$ cat config.mk
export PLATFORM = sky130hd
export DESIGN_NAME = fp_mac_dot_seq_flat
export DESIGN_NICKNAME = d
export VERILOG_FILES = /design/src/rtl/fp_mac_dot_seq_if.sv /design/src/rtl/fp_mac_dot_seq.sv /design/src/flat_wrapper.sv
export SDC_FILE = /design/constraint.sdc
export NUM_CORES = 1
export LEC_CHECK = 0
export CORE_MARGIN = 4
export CORE_UTILIZATION = 46
export DETAILED_ROUTE_END_ITERATION = 8
export GPL_TIMING_DRIVEN = 0
export PLACE_DENSITY = 0.95
export SLEW_MARGIN = 20
export SYNTH_ARGS = -nofsm -noshare
export SYNTH_HDL_FRONTEND = slang
export SYNTH_SLANG_ARGS = --single-unit
export TNS_END_PERCENT = 5
$ cat constraint.sdc
create_clock -name clk -period 7.85 [get_ports clk]
set_clock_uncertainty 0.15 [all_clocks]
set_input_delay 1.1775 -clock clk [delete_from_list [all_inputs] [get_ports clk]]
set_output_delay 1.1775 -clock clk [all_outputs]
set_load 0.01 [all_outputs]
$ cat src/rtl/fp_mac_dot_seq_if.sv
// Bundles the dot-product sequencer's control, operand, fp_mac and result signals.
// The design drives the slave side; the environment drives the master side.
interface fp_mac_dot_seq_if #(parameter int LEN_W = 8);
    logic             start;
    logic [LEN_W-1:0] vec_len;
    logic [31:0]      init_acc;
    logic             in_valid;
    logic             in_ready;
    logic [15:0]      in_a;
    logic [15:0]      in_b;
    logic [15:0]      mac_a;
    logic [15:0]      mac_b;
    logic [31:0]      mac_c;
    logic [31:0]      mac_y;
    logic             busy;
    logic             out_valid;
    logic             out_ready;
    logic [31:0]      out_data;

    modport master (
        output start, vec_len, init_acc, in_valid, in_a, in_b, mac_y, out_ready,
        input  in_ready, mac_a, mac_b, mac_c, busy, out_valid, out_data
    );

    modport slave (
        input  start, vec_len, init_acc, in_valid, in_a, in_b, mac_y, out_ready,
        output in_ready, mac_a, mac_b, mac_c, busy, out_valid, out_data
    );
endinterface

$ cat src/rtl/fp_mac_dot_seq.sv
// Sequences FP16 pairs through an external MAC_LAT-cycle fp_mac (Y=A*B+C) to form an FP32 dot product.
// One element per MAC_LAT+1 cycles; in_valid low stalls in FETCH, out_ready low holds the result in DONE.
module fp_mac_dot_seq #(
    parameter int MAC_LAT = 3,
    parameter int LEN_W   = 8
) (
    input  logic          clk,
    input  logic          rst,
    fp_mac_dot_seq_if.slave bus
);
    localparam int TW = (MAC_LAT > 1) ? $clog2(MAC_LAT) : 1;

    typedef enum logic [1:0] {IDLE, FETCH, WAIT, DONE} state_t;

    state_t           state;
    state_t           state_nxt;
    logic [LEN_W-1:0] len;
    logic [LEN_W-1:0] count;
    logic [LEN_W-1:0] count_inc;
    logic [31:0]      acc;
    logic [TW-1:0]    timer;
    logic             last;

    // count never exceeds len-1, so the increment cannot wrap even at len = 2^LEN_W-1
    assign count_inc = count + LEN_W'(1);
    assign last      = (count_inc == len);

    assign bus.in_ready  = (state == FETCH);
    assign bus.busy      = (state != IDLE);
    assign bus.out_valid = (state == DONE);
    assign bus.out_data  = acc;

    always_comb begin
        state_nxt = state;
        case (state)
            IDLE:  if (bus.start)      state_nxt = (bus.vec_len == '0) ? DONE : FETCH;
            FETCH: if (bus.in_valid)   state_nxt = WAIT;
            WAIT:  if (timer == '0)    state_nxt = last ? DONE : FETCH;
            DONE:  if (bus.out_ready)  state_nxt = IDLE;
            default:                   state_nxt = IDLE;
        endcase
    end

    always_ff @(posedge clk or posedge rst) begin
        if (rst) begin
            state     <= IDLE;
            acc       <= '0;
            len       <= '0;
            count     <= '0;
            timer     <= '0;
            bus.mac_a <= '0;
            bus.mac_b <= '0;
            bus.mac_c <= '0;
        end else begin
            state <= state_nxt;
            case (state)
                IDLE: begin
                    if (bus.start) begin
                        len   <= bus.vec_len;
                        acc   <= bus.init_acc;
                        count <= '0;
                    end
                end
                FETCH: begin
                    if (bus.in_valid) begin
                        bus.mac_a <= bus.in_a;
                        bus.mac_b <= bus.in_b;
                        bus.mac_c <= acc;
                        timer     <= TW'(MAC_LAT - 1);
                    end
                end
                WAIT: begin
                    // timer==0 is the edge where fp_mac's result for the held operands is valid
                    if (timer == '0) begin
                        acc   <= bus.mac_y;
                        count <= count_inc;
                    end else begin
                        timer <= timer - TW'(1);
                    end
                end
                default: ;
            endcase
        end
    end
endmodule

$ cat src/flat_wrapper.sv
// flat-port wrapper written by rule: the top's interface ports become plain ports
module fp_mac_dot_seq_flat 
#(
    parameter int MAC_LAT = 3,
    parameter int LEN_W   = 8
)
  (clk, rst, bus_start, bus_vec_len, bus_init_acc, bus_in_valid, bus_in_a, bus_in_b, bus_mac_y, bus_out_ready, bus_in_ready, bus_mac_a, bus_mac_b, bus_mac_c, bus_busy, bus_out_valid, bus_out_data);
  fp_mac_dot_seq_if #(.LEN_W(LEN_W)) bus_i ();
  input  logic clk;
  input  logic rst;
  input wire logic [$bits(bus_i.start)-1:0] bus_start;
  input wire logic [$bits(bus_i.vec_len)-1:0] bus_vec_len;
  input wire logic [$bits(bus_i.init_acc)-1:0] bus_init_acc;
  input wire logic [$bits(bus_i.in_valid)-1:0] bus_in_valid;
  input wire logic [$bits(bus_i.in_a)-1:0] bus_in_a;
  input wire logic [$bits(bus_i.in_b)-1:0] bus_in_b;
  input wire logic [$bits(bus_i.mac_y)-1:0] bus_mac_y;
  input wire logic [$bits(bus_i.out_ready)-1:0] bus_out_ready;
  output wire logic [$bits(bus_i.in_ready)-1:0] bus_in_ready;
  output wire logic [$bits(bus_i.mac_a)-1:0] bus_mac_a;
  output wire logic [$bits(bus_i.mac_b)-1:0] bus_mac_b;
  output wire logic [$bits(bus_i.mac_c)-1:0] bus_mac_c;
  output wire logic [$bits(bus_i.busy)-1:0] bus_busy;
  output wire logic [$bits(bus_i.out_valid)-1:0] bus_out_valid;
  output wire logic [$bits(bus_i.out_data)-1:0] bus_out_data;
  assign bus_i.start = bus_start;
  assign bus_i.vec_len = bus_vec_len;
  assign bus_i.init_acc = bus_init_acc;
  assign bus_i.in_valid = bus_in_valid;
  assign bus_i.in_a = bus_in_a;
  assign bus_i.in_b = bus_in_b;
  assign bus_i.mac_y = bus_mac_y;
  assign bus_i.out_ready = bus_out_ready;
  assign bus_in_ready = bus_i.in_ready;
  assign bus_mac_a = bus_i.mac_a;
  assign bus_mac_b = bus_i.mac_b;
  assign bus_mac_c = bus_i.mac_c;
  assign bus_busy = bus_i.busy;
  assign bus_out_valid = bus_i.out_valid;
  assign bus_out_data = bus_i.out_data;
  fp_mac_dot_seq #(.MAC_LAT(MAC_LAT), .LEN_W(LEN_W)) u_core (.clk(clk), .rst(rst), .bus(bus_i));
endmodule
Word level (Yosys, flattened, before mapping)
Index checks and enable logic that the tools add are counted.
W data, S select, Z words.
{"block": "totals", "ram_bits": 0, "in_bits": 109, "latchBits": 0, "rom_bits": 0, "word_cells": 45, "mem_count": 0, "regBits": 116}
{"block": "op_classes", "n_eq_ne": 9, "div": 0, "multipliers": 0, "shifts": 0, "order_cmp": 0, "n_reduce_logical": 11, "add_sub_neg": 2, "n_bitwise": 0, "muxes": 15}
{"op": "$mux W32", "count": 2}
{"op": "$pmux W32 S2", "count": 1}
{"op": "$mux W8", "count": 2}
{"op": "$pmux W8 S2", "count": 1}
{"op": "$mux W2", "count": 7}
{"op": "$add A8 B1 Y8 const B", "count": 1}
{"op": "$eq A8 B8 Y1", "count": 1}
{"op": "$logic_not A8 Y1", "count": 1}
{"op": "$ne A2 B2 Y1 const B", "count": 4}
{"op": "$pmux W2 S4", "count": 1}
{"op": "$reduce_and A3 Y1", "count": 2}
{"op": "$reduce_bool A2 Y1", "count": 3}
{"op": "$eq A2 B2 Y1 const B", "count": 2}
{"op": "$logic_not A2 Y1", "count": 2}
{"op": "$pmux W2 S2", "count": 1}
{"op": "$reduce_and A2 Y1", "count": 2}
{"op": "$reduce_and A4 Y1", "count": 1}
{"op": "$eq A2 B1 Y1 const B", "count": 1}
{"op": "$ne A2 B1 Y1 const B", "count": 1}
{"op": "$sub A2 B1 Y2 const B", "count": 1}

Longest topological paths before layout
{"block": "logic_depth", "word_depth": 5, "mapped_depth": 8}

Worst setup path before layout
No wires, ideal clock.
{"block": "synth_timing", "path_type": "input-to-reg", "from": "input bus_in_valid", "to": "register u_core.bus.mac_b[10]", "setup_ps": 125, "arrival_time_ps": 2005, "path_stages": 5, "n_path_buf": 2, "path_slack_ps": 5570, "path_cell_list": "nor2b_1 -> nand2_1 -> buf_4 -> buf_6 -> mux2_2"}
{"block": "synth_between", "elab_chain_cells": 1}
{"item": "start, declared", "line_no": "flat_wrapper.sv:14", "rtl": "input wire logic [$bits(bus_i.in_valid)-1:0] bus_in_valid;"}
{"item": "$reduce_and A2 Y1 (no source line)"}
{"item": "end signal, assigned", "line_no": "fp_mac_dot_seq.sv:67", "rtl": "bus.mac_b <= bus.in_b;"}
{"item": "end, declared", "line_no": "fp_mac_dot_seq_if.sv:27", "rtl": "output in_ready, mac_a, mac_b, mac_c, busy, out_valid, out_data"}
No other way between the ends.
A chain may end at the register's enable or synchronous reset.

Worst setup path in the final report
{"block": "layout_timing", "from": "register u_core.state[1]", "to": "output bus_busy"}
{"block": "layout_between", "elab_chain_cells": 1}
{"item": "start, declared", "line_no": "fp_mac_dot_seq.sv:15", "rtl": "state_t state;"}
{"item": "start signal, assigned", "line_no": "fp_mac_dot_seq.sv:55", "rtl": "state <= state_nxt;"}
{"item": "$reduce_bool A2 Y1", "line_no": "fp_mac_dot_seq.sv:29", "rtl": "assign bus.busy = (state != IDLE);"}
{"item": "end, declared", "line_no": "flat_wrapper.sv:23", "rtl": "output wire logic [$bits(bus_i.busy)-1:0] bus_busy;"}
No other way between the ends.

==> impl_results.rst <==
.. list-table::
   :header-rows: 1

   * - Metric
     - Value
   * - Worst-path clk slew
     - 0.05 ns
   * - Worst path bufs/invs
     - 2
   * - Global placer's final weighted congestion
     - 0.863
   * - Delay contributed by the slowest stage of the critical path
     - 0.49 ns
   * - Type of the setup path with the least slack
     - register to output pin
   * - Die width
     - 113 um
   * - Reg-to-reg startpoint
     - u_core.timer[0]
   * - Cell Pwr Density
     - 410 nW/um2
   * - DRT Pass-1 Iters
     - 4
   * - Signal arrival time at the worst endpoint
     - 1.82 ns
   * - Primary FF master, synth
     - dfrtp_1
   * - Number of antenna violations at the first check in global routing
     - 0
   * - Post-cts repair resize count
     - 0
   * - Number of levels in the clock H-tree
     - 4
   * - Post-synthesis cell type with the largest combined area
     - dfrtp_1
   * - Crit path time final
     - 3.15 ns
   * - Data required time at the worst endpoint
     - 6.52 ns
   * - Total leakage power
     - 3.36 nW
   * - Vias per inst
     - 5.20
   * - Setup repair after global routing missed its margin
     - no
   * - Final hold viol count
     - 0
   * - Final core utilization
     - 75.3%
   * - Overflow left after global routing
     - 0
   * - Buffers inserted during post-CTS setup optimization
     - 0
   * - Worst path cell trace
     - buf_4 -> or2_2 -> clkdlybuf4s50_1
   * - Max_cap viols
     - 0
   * - Hold Slack
     - 0.351 ns
   * - Cell Area, Synth
     - 5040 um2
   * - Buffer depth of the longest clock path
     - 2
   * - Switching part of the total power
     - 31.8%
   * - Total number of yosys warnings
     - 0
   * - Tightest slew margin relative to the limit
     - 56.4%
   * - Core ar.
     - 10500 um2
   * - Clock sinks
     - 116
   * - Wire per inst
     - 18.4 um
   * - Type of the worst min-delay path
     - register to register
   * - Post-synth EDFFs
     - 0
   * - Antenna diodes
     - 0
   * - Slew at the pin closest to its max-slew limit
     - 0.655 ns
   * - Sequential area share after synthesis
     - 57.6%
   * - Largest cells by area after synthesis
     - dfrtp_1 (58%), mux2_2 (16%), mux2i_1 (6.8%)
   * - Maximum achievable frequency
     - 318 MHz
   * - Worst Min Path Start
     - u_core.bus.mac_b[8]
   * - Outcome
     - finished, final reports clean
   * - Endpoint kind of the worst setup timing path
     - output pin
   * - Total CTS buffers
     - 17
   * - Global-route total usage across every layer
     - 23.0%
   * - Slew Viols, Final
     - 0
   * - Switching power
     - 0.00103 W
   * - TritonCTS clock tree
     - done
   * - CP delay by family, top
     - buffers and inverters
   * - Layout cells sized above 1
     - 20.6%
   * - Internal Dissipation
     - 0.00221 W
   * - Crit start category
     - register
   * - Die footprint
     - 12700 um2
   * - Share of the synthesized area in the top cell type
     - 57.6%
   * - Number of rows in the core area
     - 37
   * - Cell type of the slowest stage on the worst timing path
     - clkdlybuf4s50_1
   * - Via count of the first global-routing pass
     - 4517
   * - Mean instance size in the synthesized netlist
     - 12.7 um2
   * - Synthesized Nets
     - 507
   * - Worst VDD drop
     - 0.206 mV
   * - Port-buffer cells
     - 207
   * - Vertical die dimension
     - 113 um
   * - DRC viols
     - 0
   * - Power share of the sequential group
     - 32.7%
   * - Top-count cell post-synth
     - dfrtp_1
   * - Clock Latency Late Sink
     - 0.51 ns
   * - Period utilisation layout
     - 40.1%
   * - Synthesized instance count
     - 396
   * - Accumulated negative setup slack
     - 0 ns
   * - Root Buffer Master
     - clkbuf_8
   * - DPL Wire Length
     - 10.5 mm
   * - Async SR Flop Fraction
     - 100%
   * - Net count, final
     - 734
   * - I/O pin count
     - 208
   * - Clock network power share
     - 24.1%
   * - Count of unique library cells instantiated by Yosys
     - 38
   * - Launching element of the worst setup path
     - u_core.state[1]
   * - Antenna Nets Post-Route
     - 0
   * - Combinational share of power
     - 43.2%
   * - Violation count after the first detailed-routing iteration
     - 161
   * - Final Setup Violations
     - 0
   * - Critical path peak fanout
     - 9
   * - Starting density of the core
     - 47.9%
   * - Detailed-route wire length
     - 14.2 mm
   * - Growth of design area from synthesis to finish
     - 57.1%
   * - Most numerous cell types in the synthesized netlist
     - dfrtp_1 (116), mux2_2 (73), nand2_1 (41)
   * - FF+latch count, synth
     - 116
   * - Number of vias in the routed layout
     - 4009
   * - Largest net degree at the start of global routing
     - 62
   * - Global-route wire length before repair
     - 22.9 mm
   * - # hold bufs at CTS
     - 0
-- through the flow --
step	instance area [um2]	instances	power, W	setup slack, ns
final	7920	771	0.00324	4.70
after global placement	7280	739	0.00241	1.98
after CTS	7920	771	0.00328	4.67
after detailed placement	7310	740	0.00247	4.70
after floorplan	5040	396	0.00172	3.45
after global routing	7920	771	0.00343	4.65
-- final timing paths --
| path | to | slack, ns | depth (start not counted) |
|---|---|---|---|
| min | u_core.bus.mac_b[8] | 0.35 | 1 |
| max reg2reg | u_core.bus.out_data[30] | 5.64 | 7 |
| min in group asynchronous | u_core.bus.mac_c[9] | 0.96 | 2 |
| min reg2reg | u_core.bus.mac_b[8] | 0.35 | 1 |
| max | bus_busy | 4.70 | 3 |
| max in group asynchronous | u_core.bus.mac_b[3] | 5.93 | 3 |
-- final cells by class --
cell class	instances	area (um2)
plain buffers	22	159
clock buffers	21	449
clock inverters	10	155
fillers	689	2590
inverters	4	20.0
multi-input cells	254	1960
flip-flops and latches	116	2900
well taps	136	170
repair buffers	208	2100
-- kinds of logic after synthesis --
| kind of cell | synth area share (%) |
|---|---|
| flops | 57.6 |
| mux | 23.3 |
| simple gates | 7.45 |
| compound gates | 6.13 |
| buf+inv | 3.45 |
| xor+xnor | 1.56 |
| fa+ha+maj | 0.497 |
-- cell usage in the layout, fill, tap and decap left out, types with 3 or more instances in the layout --
master           instances
o21ai_0                 13
xor2_1                   3
inv_1                    3
nor2b_1                  5
o21ai_1                 34
xnor2_1                  6
nand2_1                 41
nand3_1                  5
nor2_1                  11
clkbuf_16               16
clkbuf_8                 3
mux2i_1                 34
bufinv_16                4
buf_6                    6
mux2_2                  73
clkinv_2                 4
buf_4                    6
clkdlybuf4s50_1        207
dfrtp_1                116
clkbuf_1                 5
buf_2                    6
-- power by group through the flow --
stage	Sequential (W)	Combinational [W]	Clock, W
after floorplan	0.00114	0.000581	0
after global placement	0.00104	0.00137	0
after detailed placement	0.00106	0.00141	0
after CTS	0.00106	0.00142	0.000797
after global routing	0.00109	0.00151	0.000827
final	0.00106	0.00140	0.000782
-- registers in the layout, indices dropped and copies added (netlist names) --
name / cells
u_core.bus.mac_c: 32
u_core.bus.out_data: 32
u_core.bus.mac_a: 16
u_core.bus.mac_b: 16
u_core.count: 8
u_core.len: 8
u_core.state: 2
u_core.timer: 2
-- routing by layer --
layer | wire (um) | vias up | track usage (%) | share of wire [%]
met4 | 324 | 0 | 8.89 | 2.3
li1 | - | 1837 | - | -
met3 | 1220 | 27 | 8.36 | 8.6
met2 | 7450 | 188 | 40.1 | 53
met1 | 5160 | 1957 | 25.5 | 36
met5 | 0 | - | 0 | 0
No activity file was read; power rests on OpenSTA's default activity.
